`config.mk`:
```
export PLATFORM = sky130hd
export DESIGN_NAME = ysyx_210978_booth_mul_iter_flat
export DESIGN_NICKNAME = d
export VERILOG_FILES = /design/src/rtl/ysyx_210978_booth_mul_iter_if.sv /design/src/rtl/ysyx_210978_booth_mul_iter.sv /design/src/flat_wrapper.sv
export SDC_FILE = /design/constraint.sdc
export NUM_CORES = 1
export LEC_CHECK = 0
export CAP_MARGIN = 10
export CORE_MARGIN = 2
export CORE_UTILIZATION = 48
export CTS_BUF_LIST = sky130_fd_sc_hd__clkbuf_4 sky130_fd_sc_hd__clkbuf_8
export DETAILED_ROUTE_END_ITERATION = 12
export PLACE_DENSITY = 0.68
export SETUP_SLACK_MARGIN = 0.1
export SLEW_MARGIN = 20
export SYNTH_ARGS = -nofsm -noshare
export SYNTH_HDL_FRONTEND = slang
export SYNTH_SLANG_ARGS = --single-unit
```
`constraint.sdc`:
```
create_clock -name clock -period 7.4 [get_ports clock]
set_input_delay 1.48 -clock clock [delete_from_list [all_inputs] [get_ports clock]]
set_output_delay 1.48 -clock clock [all_outputs]
set_load 0.02 [all_outputs]
```
`src/rtl/ysyx_210978_booth_mul_iter_if.sv`:
```
// Request/response bundle for the iterative radix-4 Booth multiplier.
interface ysyx_210978_booth_mul_iter_if;
  logic        mul_valid;
  logic        mul_ready;
  logic        flush;
  logic        mulw;
  logic [1:0]  mul_signed;
  logic [63:0] multiplicand;
  logic [63:0] multiplier;
  logic        out_valid;
  logic        out_ready;
  logic [63:0] result_hi;
  logic [63:0] result_lo;

  modport master (
    output mul_valid, flush, mulw, mul_signed, multiplicand, multiplier, out_ready,
    input  mul_ready, out_valid, result_hi, result_lo
  );

  modport slave (
    input  mul_valid, flush, mulw, mul_signed, multiplicand, multiplier, out_ready,
    output mul_ready, out_valid, result_hi, result_lo
  );
endinterface

```
`src/rtl/ysyx_210978_booth_mul_iter.sv`:
```
// Iterative radix-4 Booth multiplier, 33 steps (64-bit) or 17 steps (mulw).
// Optional macro YSYX_210978_BOOTH_EARLY_EXIT_EN stops once the remaining multiplier bits are uniform.
module ysyx_210978_booth_mul_iter (
  input logic                          clock,
  input logic                          reset_n,
  ysyx_210978_booth_mul_iter_if.slave  bus
);

  typedef enum logic [1:0] {IDLE, BUSY, DONE} state_t;

  state_t         state, state_nxt;
  logic [128:0]   x_reg, acc;
  logic [66:0]    y_reg;
  logic [5:0]     cnt;
  logic           is_w;

  logic           accept;
  logic [64:0]    x_ext, y_ext;
  logic [128:0]   x_init;
  logic [66:0]    y_init;
  logic [128:0]   x_dbl, pp;
  logic [66:0]    y_shift;
  logic           last_step;
  logic           acc_unused;

  assign accept = bus.mul_valid & (state == IDLE) & ~bus.flush;

  always_comb begin
    x_ext = '0;
    y_ext = '0;
    if (bus.mulw) begin
      x_ext = {{33{bus.mul_signed[1] & bus.multiplicand[31]}}, bus.multiplicand[31:0]};
      y_ext = {{33{bus.mul_signed[0] & bus.multiplier[31]}}, bus.multiplier[31:0]};
    end else begin
      x_ext = {bus.mul_signed[1] & bus.multiplicand[63], bus.multiplicand};
      y_ext = {bus.mul_signed[0] & bus.multiplier[63], bus.multiplier};
    end
  end

  assign x_init = {{64{x_ext[64]}}, x_ext};
  // two extra sign bits above y so the last triplet is well formed, plus y[-1] = 0
  assign y_init = {y_ext[64], y_ext, 1'b0};

  assign x_dbl = {x_reg[127:0], 1'b0};

  always_comb begin
    pp = '0;
    case (y_reg[2:0])
      3'b001, 3'b010: pp = x_reg;
      3'b011:         pp = x_dbl;
      3'b100:         pp = ~x_dbl + 129'd1;
      3'b101, 3'b110: pp = ~x_reg + 129'd1;
      default:        pp = '0;
    endcase
  end

  assign y_shift = {{2{y_reg[66]}}, y_reg[66:2]};

`ifdef YSYX_210978_BOOTH_EARLY_EXIT_EN
  assign last_step = (cnt == 6'd1) | (&y_shift) | ~(|y_shift);
`else
  assign last_step = (cnt == 6'd1);
`endif

  always_ff @(posedge clock or negedge reset_n) begin
    if (!reset_n) state <= IDLE;
    else          state <= state_nxt;
  end

  always_comb begin
    state_nxt = state;
    case (state)
      IDLE:    if (accept) state_nxt = BUSY;
      BUSY:    if (last_step) state_nxt = DONE;
      DONE:    if (bus.out_ready) state_nxt = IDLE;
      default: state_nxt = IDLE;
    endcase
    if (bus.flush) state_nxt = IDLE;
  end

  always_ff @(posedge clock or negedge reset_n) begin
    if (!reset_n) begin
      x_reg <= '0;
      y_reg <= '0;
      acc   <= '0;
      cnt   <= '0;
      is_w  <= 1'b0;
    end else if (accept) begin
      x_reg <= x_init;
      y_reg <= y_init;
      acc   <= '0;
      cnt   <= bus.mulw ? 6'd17 : 6'd33;
      is_w  <= bus.mulw;
    end else if (state == BUSY && !bus.flush) begin
      acc   <= acc + pp;
      x_reg <= {x_reg[126:0], 2'b00};
      y_reg <= y_shift;
      cnt   <= cnt - 6'd1;
    end
  end

  // top accumulator bit only carries the modulo-2^129 overflow
  assign acc_unused = acc[128];

  assign bus.mul_ready = (state == IDLE);
  assign bus.out_valid = (state == DONE);
  assign bus.result_lo = is_w ? {{32{acc[31]}}, acc[31:0]} : acc[63:0];
  assign bus.result_hi = is_w ? '0 : acc[127:64];

endmodule

```
`src/flat_wrapper.sv`:
```
// flat-port wrapper written by rule: the top's interface ports become plain ports
module ysyx_210978_booth_mul_iter_flat 
  (clock, reset_n, bus_mul_valid, bus_flush, bus_mulw, bus_mul_signed, bus_multiplicand, bus_multiplier, bus_out_ready, bus_mul_ready, bus_out_valid, bus_result_hi, bus_result_lo);
  ysyx_210978_booth_mul_iter_if bus_i ();
  input logic clock;
  input logic reset_n;
  input wire logic [$bits(bus_i.mul_valid)-1:0] bus_mul_valid;
  input wire logic [$bits(bus_i.flush)-1:0] bus_flush;
  input wire logic [$bits(bus_i.mulw)-1:0] bus_mulw;
  input wire logic [$bits(bus_i.mul_signed)-1:0] bus_mul_signed;
  input wire logic [$bits(bus_i.multiplicand)-1:0] bus_multiplicand;
  input wire logic [$bits(bus_i.multiplier)-1:0] bus_multiplier;
  input wire logic [$bits(bus_i.out_ready)-1:0] bus_out_ready;
  output wire logic [$bits(bus_i.mul_ready)-1:0] bus_mul_ready;
  output wire logic [$bits(bus_i.out_valid)-1:0] bus_out_valid;
  output wire logic [$bits(bus_i.result_hi)-1:0] bus_result_hi;
  output wire logic [$bits(bus_i.result_lo)-1:0] bus_result_lo;
  assign bus_i.mul_valid = bus_mul_valid;
  assign bus_i.flush = bus_flush;
  assign bus_i.mulw = bus_mulw;
  assign bus_i.mul_signed = bus_mul_signed;
  assign bus_i.multiplicand = bus_multiplicand;
  assign bus_i.multiplier = bus_multiplier;
  assign bus_i.out_ready = bus_out_ready;
  assign bus_mul_ready = bus_i.mul_ready;
  assign bus_out_valid = bus_i.out_valid;
  assign bus_result_hi = bus_i.result_hi;
  assign bus_result_lo = bus_i.result_lo;
  ysyx_210978_booth_mul_iter u_core (.clock(clock), .reset_n(reset_n), .bus(bus_i));
endmodule
```
# [Word level (Yosys, flattened, before mapping)]
# Cells that the tools add are included.
[totals] register_bits=334 latchBits=0 ramBits=0 mem_bits_ro=0 input_bits=136 out_inout_bits=130 wordCells=58 mem_count=0
[classes] add_sub_neg=4 multipliers=0 div=0 n_lt_le_gt_ge=0 eq_ne=12 shift=0 muxes=19 bitwise=9 reduce_logical=7
[op_table] cell="$mux W129" count=4
[op_table] cell="$pmux W129 S4" count=1
[op_table] cell="$add A129 B1 Y129 const B" count=2
[op_table] cell="$not A129 Y129" count=2
[op_table] cell="$mux W65" count=2
[op_table] cell="$add A129 B129 Y129" count=1
[op_table] cell="$mux W64" count=2
[op_table] cell="$mux W67" count=1
[op_table] cell="$mux W66" count=1
[op_table] cell="$mux W6" count=3
[op_table] cell="$eq A3 B3 Y1 const B" count=3
[op_table] cell="$mux W2" count=4
[op_table] cell="$and A1 B1 Y1" count=6
[op_table] cell="$eq A3 B2 Y1 const B" count=2
[op_table] cell="$eq A6 B1 Y1 const B" count=1
[op_table] cell="$ne A3 B2 Y1 const B" count=2
[op_table] cell="$pmux W2 S3" count=1
[op_table] cell="$sub A6 B1 Y6 const B" count=1
[op_table] cell="$reduce_or A2 Y1" count=2
[op_table] cell="$eq A3 B1 Y1 const B" count=1
[op_table] cell="$ne A3 B3 Y1 const B" count=1
[op_table] cell="$reduce_and A3 Y1" count=1
[op_table] cell="$eq A2 B1 Y1 const B" count=1
[op_table] cell="$eq A2 B2 Y1 const B" count=1
[op_table] cell="other kinds (5)" count=5

# [Longest topological paths before layout]
# Gate-level depths: netlist of run 1.
[depth] word_depth=6 ltp_mapped=30 mapped_depth_nobuf=27

# [Least setup slack after synthesis of run 1]
# OpenSTA, ideal clock, no wires.
[synth_path] kind="register to register" start="register u_core.x_reg[0]" end="register u_core.acc[127]" setup_ps=83 t_arrival_ps=6457 t_required_ps=7317 setup_slack_ps=860 path_stages_with_launch=29 path_buffers=3 period_less_slack_ps=6540 cell_sequence="dfrtp_1 > inv_1 > ha_1 > or3b_2 > clkbuf_1 > nor3_1 > nand4_1 > or3_1 > clkbuf_1 > or4_1 > or3_1 > nand2_1 > xnor2_1 > a221oi_1 > a31oi_1 > ha_1 > clkbuf_1 > a21o_1 > a21o_1 > a221oi_1 > nor3_1 > or4_1 > a21oi_1 > o21bai_1 > a221o_1 > a31oi_1 > xor2_1 > or3_1 > o21ai_0"
[synth_via] elab_chain_len=6 word_cells_on_any_way=8 classes_between="add/sub (3); mux (3); bitwise (2)"
[synth_rtl] element="from (decl)" line_no="ysyx_210978_booth_mul_iter.sv:12" source="logic [128:0] x_reg, acc;"
[synth_rtl] element="from (signal assigned)" line_no="ysyx_210978_booth_mul_iter.sv:89" source="x_reg <= x_init;"
[synth_rtl] element="from (signal assigned)" line_no="ysyx_210978_booth_mul_iter.sv:96" source="x_reg <= {x_reg[126:0], 2'b00};"
[synth_rtl] element="$not A129 Y129 (on tied branches)" line_no="ysyx_210978_booth_mul_iter.sv:52, ysyx_210978_booth_mul_iter.sv:51"
[synth_rtl] element="$add A129 B1 Y129 (on tied branches)" line_no="ysyx_210978_booth_mul_iter.sv:52, ysyx_210978_booth_mul_iter.sv:51"
[synth_rtl] element="$pmux W129 S4 *" line_no="ysyx_210978_booth_mul_iter.sv:48" source="case (y_reg[2:0])"
[synth_rtl] element="$add A129 B129 Y129 *" line_no="ysyx_210978_booth_mul_iter.sv:95" source="acc <= acc + pp;"
[synth_rtl] element="$mux W129 *" line_no="ysyx_210978_booth_mul_iter.sv:94" source="end else if (state == BUSY && !bus.flush) begin"
[synth_rtl] element="$mux W129 *" line_no="ysyx_210978_booth_mul_iter.sv:88" source="end else if (accept) begin"
[synth_rtl] element="to (signal assigned)" line_no="ysyx_210978_booth_mul_iter.sv:95"
[synth_rtl] element="to (decl)" line_no="ysyx_210978_booth_mul_iter.sv:12"
# Mark *: on every way between the ends. The rest lies on a longest branch, timed or not. The select of a mux whose other input is x is not followed.
# A chain may end at the register's enable or synchronous reset.

# [Worst setup path after layout of run 1]
[layout_path] start="register u_core.x_reg[71]" end="register u_core.acc[127]"
# The elaborated chain is that of the path after synthesis.

==> run summary, run 1 <==
Input and output buffers added on the ports amount to 265. The number of stages on the worst hold path came out at 2. The run finished with clean final reports. The total clock sinks came out at approximately 330. The CTS buffer count is 67. The core region is 61,830 um^2.

The worst register-to-register path begins at u_core.x_reg[71]. After legalization and detailed placement, the total HPWL measured ~78,000 um. The clock arrives with 0.05842 ns of skew. The category of the critical setup timing path is reg -> reg. The largest fanout on the critical path is 8.

The count of pins over their slew limit is 0. Entering global routing, the biggest net connects around 220 pins. The average wire per standard cell is 21.73 um. The top cell types in the final layout, fill and taps aside, are sky130_fd_sc_hd__nand2_1 (682), sky130_fd_sc_hd__a21oi_1 (355), sky130_fd_sc_hd__o21ai_0 (335), sky130_fd_sc_hd__dfrtp_1 (328), sky130_fd_sc_hd__nor2_1 (316).

The reg-to-reg endpoint is u_core.acc[127]. The sum of routed wire length over all layers came out at between 100,000 and 150,000 um. The I/O pin count came out at 266. The vias after detailed routing is about 31k. The vertical die dimension is roughly 250 um.

The total power divided by cell area came out at approximately 580 nW/um^2. The number of cells after detailed placement is around 4.9k. The synthesized netlist occupies a cell area of approximately 30,000 um^2. The number of rows in the core area came out at 91.

The sum of negative setup slack is 0 ns. The area growth from synthesis to layout is 14.54%. The initial cell density of the core came out at 0.4865. The mean post-synth cell area is around 7.3 um^2. The number of distinct library cells after synthesis is 81. The path class of the tightest hold or removal check is reg -> reg.

The iteration-0 DRC count of the detailed router came out at roughly 3.3k. The number of synthesized flops with an enable pin is 0. The endpoint required time on the critical path is roughly 8.0 ns. For the worst flop-to-flop path, the logic depth is 25. The total track usage came out at 0.3309. The post-synthesis register bit count is roughly 330. Clock-pin slew was measured on the worst setup and hold paths at approximately 0.060 ns.

The detailed-route vias per instance came out at 6.225. The total setup violations reported at the end of the flow is 0. The post-synthesis sequential area ratio came out at 0.2762. The slew of the pin with the lowest slew margin came out at approximately 1.0 ns. After synthesis, the share of flip-flops with an asynchronous set or reset is 1.000. In this run the tightest slew margin relative to its limit is 0.3010. The share of layout cells above drive strength 1 came out at 0.06864. The DRC violations left is 0. The initial antenna violation count came to 3. Setup repair after global routing left no endpoint under its margin. The tool flagged a number of max-cap violations equal to 0.

The clock passes through at most 3 buffers. The routed design could run at a clock period as short as just under 7 ns. The maximum operating frequency came out at 0.1440 GHz.

For this run, the number of Yosys warnings is 0. The worst hold path terminates at u_core.y_reg[66]. The most used flip-flop cell after synthesis is sky130_fd_sc_hd__dfrtp_1. The CTS tree is yes. The first global-routing pass estimated 168,700 um of wire. The width of the chip is ~250 um. The via count of the first global-routing pass is 28.88k. The most frequent standard cell in the layout excluding fill and tap cells is sky130_fd_sc_hd__nand2_1. The detailed-routing iteration count for the pre-antenna-repair pass came out at 6.

The tree is rooted in a sky130_fd_sc_hd__clkbuf_8. The cell count after synthesis came out at 4,125. The finished layout holds around 5k standard cells, fillers aside. The core utilization of the finished layout is 0.5572.

Hold repair after CTS inserted 0 buffers. The worst hold path begins at u_core.y_reg[66]. The remaining global-route overflow is 0. At the later pin of the worst-skew pair, clock insertion delay measures about 0.70 ns.

The count of final hold-check violations came out at 0. The count of H-tree levels built during CTS is 3. The worst setup path is captured at a flop. Synthesis produced a netlist with a net count of ~4.4k. In the finished design, the share of the clock period the worst path needs comes to 0.9387.

The data arrival time of the worst path came out at roughly 7.6 ns. The worst supply voltage drop on vdd came out at 0.3772 mV. In this run the remaining antenna-violating nets after routing total 0. The worst setup path is launched from a flop. The die outline area came out at roughly 65,000 um^2. The analysis attributes to cell leakage a power of approximately 14 nW. The internal reg-to-reg setup slack is roughly 0.45 ns. The number of nets in the final layout came out at roughly 4.4k. The final estimated routing congestion in global placement came out at around 0.98.
==> final cells by class <==
class | count | area (um^2)
Multi-Input combinational cell | 3270 | 19790
Clock inverter | 19 | 200.2
Timing Repair Buffer | 369 | 3508
Sequential cell | 332 | 8323
Fill cell | 6015 | 27380
Inverter | 94 | 352.8
Antenna cell | 1 | 2.502
Clock buffer | 97 | 1222
Tap cell | 837 | 1047
==> stage by stage <==
| stage | setup WS, ns | total power [mW] | instance area [um^2] | hold WS [ns] |
|---|---|---|---|---|
| final | 0.4537 | 20.11 | 34450 | 0.4731 |
| after global routing | 0.1043 | 21.62 | 34450 | 0.5055 |
| after CTS | 0.2012 | 19.81 | 34360 | 0.4749 |
| after detailed placement | 0.2383 | 17.64 | 32940 | 0.4595 |
| after global placement | 0.3773 | 17.62 | 32910 | 0.4520 |
| after floorplan | 0.8602 | 13.48 | 30080 | 0.4386 |
==> Yosys cell counts (78+ instances only) <==
master / number / area, um^2
sky130_fd_sc_hd__a21oi_1: 358 / 1792
sky130_fd_sc_hd__a22oi_1: 86 / 645.6
sky130_fd_sc_hd__a31oi_1: 119 / 744.5
sky130_fd_sc_hd__clkbuf_1: 376 / 1411
sky130_fd_sc_hd__dfrtp_1: 332 / 8308
sky130_fd_sc_hd__ha_1: 130 / 1627
sky130_fd_sc_hd__inv_1: 91 / 341.6
sky130_fd_sc_hd__nand2_1: 685 / 2571
sky130_fd_sc_hd__nor2_1: 319 / 1197
sky130_fd_sc_hd__nor2b_1: 78 / 488.0
sky130_fd_sc_hd__o21ai_0: 336 / 1682
sky130_fd_sc_hd__xnor2_1: 159 / 1393
sky130_fd_sc_hd__xor2_1: 128 / 1121
==> cell families (layout without fill, tap and decap cells) <==
logic type	after synthesis	count (layout)	share of synthesized area
buf+inv	523	579	0.07002
fa+ha+maj	131	131	0.05475
xor+xnor	287	287	0.08358
mux	31	31	0.01036
flops	332	332	0.2762
other cells	0	1	0
compound gates	1348	1348	0.2809
simple gates	1473	1473	0.2242
==> critical path, cell delays in order, from the launching register on <==
cell                       delay [ns]
sky130_fd_sc_hd__dfrtp_1         0.46
sky130_fd_sc_hd__or4_4           0.59
sky130_fd_sc_hd__or4_4           0.47
sky130_fd_sc_hd__or4_4           0.56
sky130_fd_sc_hd__or3_1           0.59
sky130_fd_sc_hd__nor2_8          0.22
sky130_fd_sc_hd__nand3_4         0.12
sky130_fd_sc_hd__nor3_4          0.23
sky130_fd_sc_hd__nand2_2         0.16
sky130_fd_sc_hd__or4_4           0.46
sky130_fd_sc_hd__xor2_1          0.16
sky130_fd_sc_hd__a21oi_1         0.14
sky130_fd_sc_hd__o21ai_1         0.15
sky130_fd_sc_hd__ha_1            0.45
sky130_fd_sc_hd__inv_1           0.18
sky130_fd_sc_hd__o21bai_1        0.10
sky130_fd_sc_hd__a21oi_1         0.17
sky130_fd_sc_hd__o21ai_0         0.12
sky130_fd_sc_hd__a21o_1          0.20
sky130_fd_sc_hd__a21oi_1         0.14
sky130_fd_sc_hd__o21ai_0         0.12
sky130_fd_sc_hd__a221o_1         0.38
sky130_fd_sc_hd__a31oi_1         0.19
sky130_fd_sc_hd__xor2_1          0.10
sky130_fd_sc_hd__or3_1           0.31
sky130_fd_sc_hd__o21ai_0         0.07
==> layer usage <==
metal | wire length [um] | track usage | vias to the layer above
met1 | 46630 | 0.4557 | 14800
li1 | - | - | 14720
met2 | 48570 | 0.5092 | 1430
met4 | 4566 | 0.1457 | 4
met3 | 9251 | 0.05654 | 282
met5 | 28 | 0 | -
==> report_power, final <==
group / switching (mW) / internal, mW
Clock: 0.953 / 1.15
Sequential: 1.28 / 2.59
Combinational: 8.80 / 5.35
Total: 11.0 / 9.08
==> worst max-delay path by stage <==
stage,from,to,slack (ns),cells after the start
after detailed placement,u_core.x_reg[0],u_core.acc[118],0.24,28
after global placement,u_core.x_reg[0],u_core.acc[118],0.38,28
final,u_core.x_reg[71],u_core.acc[127],0.45,25
after global routing,u_core.x_reg[19],u_core.acc[116],0.10,21
after CTS,u_core.x_reg[0],u_core.acc[118],0.20,28
after floorplan,u_core.x_reg[0],u_core.acc[127],0.86,28
==> what timing repair did <==
item                                    4_1_cts  5_1_grt
gates resized for setup                       0       15
endpoints found under the setup margin        0       42
setup buffers                                 0        3
(Power assumes the default switching activity.)
==> inputs of run 2 (changes only) <==
- CTS_BUF_LIST: sky130_fd_sc_hd__clkbuf_4 sky130_fd_sc_hd__clkbuf_8 -> default
==> run summary, run 2 (synthesized netlist as in run 1, its figures left out) <==
The number of nets in the final layout came out at 4,377 (was 4,401). The count of final hold-check violations is 0 (unchanged). The initial antenna violation count is 3 (unchanged). The number of cells after detailed placement is 4,899 (unchanged).

The standard cell core area is 61,830 um^2 (unchanged). The detailed-routing iteration count for the pre-antenna-repair pass came out at 6 (unchanged). The width of the chip came out at 254.3 um (unchanged).

The number of maximum-capacitance violations is 0 (unchanged). The post-route total power is 20.37 mW (was 20.11 mW). The buffer cell driving the clock tree root was sky130_fd_sc_hd__clkbuf_16 (was sky130_fd_sc_hd__clkbuf_8). The largest fanout on the critical path came to 8 (unchanged). The worst supply voltage drop on vdd is 0.3767 mV (was 0.3772 mV).

The clock tree skew after final layout is 0.05182 ns (was 0.05842 ns). The iteration-0 DRC count of the detailed router is 3,279 (was 3,315). The total of hold buffers inserted after clock tree synthesis came out at 0 (unchanged).

The end point of the most critical hold path is u_core.y_reg[66] (unchanged). The clock transition time at the flip-flop clock pins of the worst setup and hold paths came out at 0.06 ns (about the same). The CTS tree is yes (unchanged). The data arrival time of the worst path is 7.53 ns (was 7.55 ns). The vertical die dimension came to 254.3 um (unchanged). The maximum number of buffers from clock root to sink came out at 3 (unchanged). The detailed-route vias per instance is 6.234 (was 6.225).

The category of the critical setup timing path is reg -> reg (unchanged). Most frequent cells in the layout: sky130_fd_sc_hd__nand2_1 (682), sky130_fd_sc_hd__a21oi_1 (354), sky130_fd_sc_hd__o21ai_0 (335), sky130_fd_sc_hd__dfrtp_1 (328), sky130_fd_sc_hd__nor2_1 (316) (was sky130_fd_sc_hd__nand2_1 (682), sky130_fd_sc_hd__a21oi_1 (355), sky130_fd_sc_hd__o21ai_0 (335), sky130_fd_sc_hd__dfrtp_1 (328), sky130_fd_sc_hd__nor2_1 (316)). The most frequent standard cell in the layout excluding fill and tap cells was sky130_fd_sc_hd__nand2_1 (unchanged). The total setup violations reported at the end of the flow is 0 (unchanged). Result of the run: complete, no violations (unchanged). The count of pins over their slew limit was 0 (unchanged).

The count of H-tree levels built during CTS is 2 (was 3). The initial cell density of the core is 0.4865 (unchanged). The dominant cell type by count on the critical path is sky130_fd_sc_hd__a21oi_1 (was sky130_fd_sc_hd__or4_4).

The launching element type of the critical path is a flop (unchanged). The via count of the first global-routing pass was 28.74k (was 28.88k). The sum of negative setup slack is 0 ns (unchanged). The normalized max-slew margin came to 0.3196 (was 0.3010).

The total track usage came out at 0.3305 (was 0.3309). The internal reg-to-reg setup slack came out at 0.40 ns (was 0.45 ns). Setup repair after global routing missed its margin: false (unchanged). The DRC violations left is 0 (unchanged). The remaining global-route overflow is 0 (unchanged). The sort of element at the end of the critical path was a flop (unchanged). The worst reg2reg path depth is 22 (was 25).

The die outline area came out at 64,670 um^2 (unchanged). The area used by sequential logic in the layout was 8323 um^2 (unchanged). The worst hold margin was 0.4711 ns (was 0.4731 ns). The cell class contributing the biggest share of worst-path delay is simple AND/OR/NAND/NOR gates (unchanged).

The fill cell instance count of the final layout is 5,986 (was 6,015). The shortest period the worst path allows is 7.001 ns (was 6.946 ns). The maximum cell stage delay along the critical path is 0.60 ns (was 0.59 ns). The area growth from synthesis to layout is 14.99% (was 14.54%).

Traced cell by cell, the critical path runs through or4_4 > nor4b_1 > buf_4 > nand2_1 > or3_1 > or4_1 > a21oi_1 > o221ai_1 > o22ai_1 > ha_1 > a21oi_1 > o21ai_0 > a221oi_2 > nor3_1 > or4_1 > a21oi_1 > o21bai_1 > a221o_1 > a31oi_1 > xor2_1 > or3_1 > o21ai_0. The startpoint of the worst hold path was u_core.y_reg[66] (unchanged). The number of I/O port buffers came out at 265 (unchanged). The multi-input gate area in the final layout is 19,810 um^2 (was 19,790 um^2). The count of nets left with antenna violations after detail routing is 0 (unchanged). The maximum operating frequency came out at 0.1428 GHz (was 0.1440 GHz). The final non-filler cell total came out at 4,981 (was 5,019).

The number of buffer and inverter instances along the worst setup path came out at 1 (unchanged). The sum of routed wire length over all layers came to 109,200 um (was 109,000 um). The reported leakage power came to 14.36 nW (about the same). The worst hold path class is reg -> reg (unchanged).

The slew of the pin with the lowest slew margin is 1.010 ns (was 1.046 ns). The number of rows in the core area came out at 91 (unchanged). The endpoint required time on the critical path came out at 7.92 ns (was 8.00 ns).

The total clock sinks was 332 (unchanged). The first-pass GRT wire length is 168,700 um (about the same). The master of the slowest instance on the critical path is sky130_fd_sc_hd__or4_4 (unchanged).

The largest net degree at the start of global routing is 223 (unchanged). The number of stages on the worst hold path came out at 2 (unchanged). The origin of the critical flop-to-flop path is u_core.x_reg[32] (was u_core.x_reg[71]). The total power divided by cell area was 589.1 nW/um^2 (was 583.8 nW/um^2). The share of layout cells above drive strength 1 came out at 0.06033 (was 0.06864). The final estimated routing congestion in global placement is 0.9767 (unchanged). The I/O pin count is 266 (unchanged). The clock insertion delay at the later pin of the skew report is 0.64 ns (was 0.70 ns). The reg-to-reg endpoint is u_core.acc[127] (unchanged).

The period utilization is 0.9461 (was 0.9387). The CTS buffer count came out at 42 (was 67). The placed wire-length estimate came to 77,510 um (unchanged). The final antenna diode count came to 0 (was 1). The average wire per standard cell came to 21.91 um (was 21.73 um). The vias after detailed routing came out at 31.05k (was 31.24k).
-- run 2: power by group --
group          total (mW)  internal [mW]  switching [mW]
registers            3.87           2.59            1.28
logic                14.2           5.36            8.83
clock network        2.32           1.38           0.947
-- run 2: how the worst max path moves through the flow --
stage                                 from               to  slack, ns  depth (start not counted)
after global placement     u_core.x_reg[0]  u_core.acc[118]       0.38                         28
after detailed placement   u_core.x_reg[0]  u_core.acc[118]       0.24                         28
after global routing       u_core.x_reg[0]  u_core.acc[114]       0.10                         29
after floorplan            u_core.x_reg[0]  u_core.acc[127]       0.86                         28
after CTS                  u_core.x_reg[0]  u_core.acc[118]       0.18                         28
final                     u_core.x_reg[32]  u_core.acc[127]       0.40                         22
-- run 2: per-layer routing --
layer	track usage	share of wire	wire length, um
met1	0.4554	0.43	47040
met5	0	0.00037	40
met2	0.5120	0.45	48710
met4	0.1398	0.042	4629
met3	0.05542	0.080	8736
-- run 2: area by class of cell --
type / instances / area share
clock inverter: 19 / 0.009045
inverter: 94 / 0.01020
sequential: 332 / 0.2407
multi-input combinational: 3270 / 0.5727
clock buffer: 59 / 0.03542
timing repair buffer: 370 / 0.1017
tap: 837 / 0.03028
-- run 2: repair_timing --
action | in CTS | in global routing
endpoints found under the setup margin | 0 | 41
setup buffers | 0 | 4
resized for setup | 0 | 20
-- run 2: worst register-to-register path, cell delays in order, from the launching register on --
cell and delay (ns):
sky130_fd_sc_hd__dfrtp_1 0.50, sky130_fd_sc_hd__or4_4 0.60, sky130_fd_sc_hd__nor4b_1 0.49, sky130_fd_sc_hd__buf_4 0.22, sky130_fd_sc_hd__nand2_1 0.09, sky130_fd_sc_hd__or3_1 0.38
sky130_fd_sc_hd__or4_1 0.51, sky130_fd_sc_hd__a21oi_1 0.18, sky130_fd_sc_hd__o221ai_1 0.13, sky130_fd_sc_hd__o22ai_1 0.49, sky130_fd_sc_hd__ha_1 0.44, sky130_fd_sc_hd__a21oi_1 0.27
sky130_fd_sc_hd__o21ai_0 0.22, sky130_fd_sc_hd__a221oi_2 0.38, sky130_fd_sc_hd__nor3_1 0.09, sky130_fd_sc_hd__or4_1 0.55, sky130_fd_sc_hd__a21oi_1 0.20, sky130_fd_sc_hd__o21bai_1 0.10
sky130_fd_sc_hd__a221o_1 0.35, sky130_fd_sc_hd__a31oi_1 0.20, sky130_fd_sc_hd__xor2_1 0.11, sky130_fd_sc_hd__or3_1 0.32, sky130_fd_sc_hd__o21ai_0 0.08
-- run 2: metrics by stage --
stage               cell area, um^2  utilization  worst slack (ns)
floorplan                     30080            -            0.8602
global placement              32910       0.5323            0.3773
detailed placement            32940       0.5328            0.2383
CTS                           34480       0.5576            0.1764
global route                  34580       0.5594            0.1009
finish                        34580       0.5594            0.3989
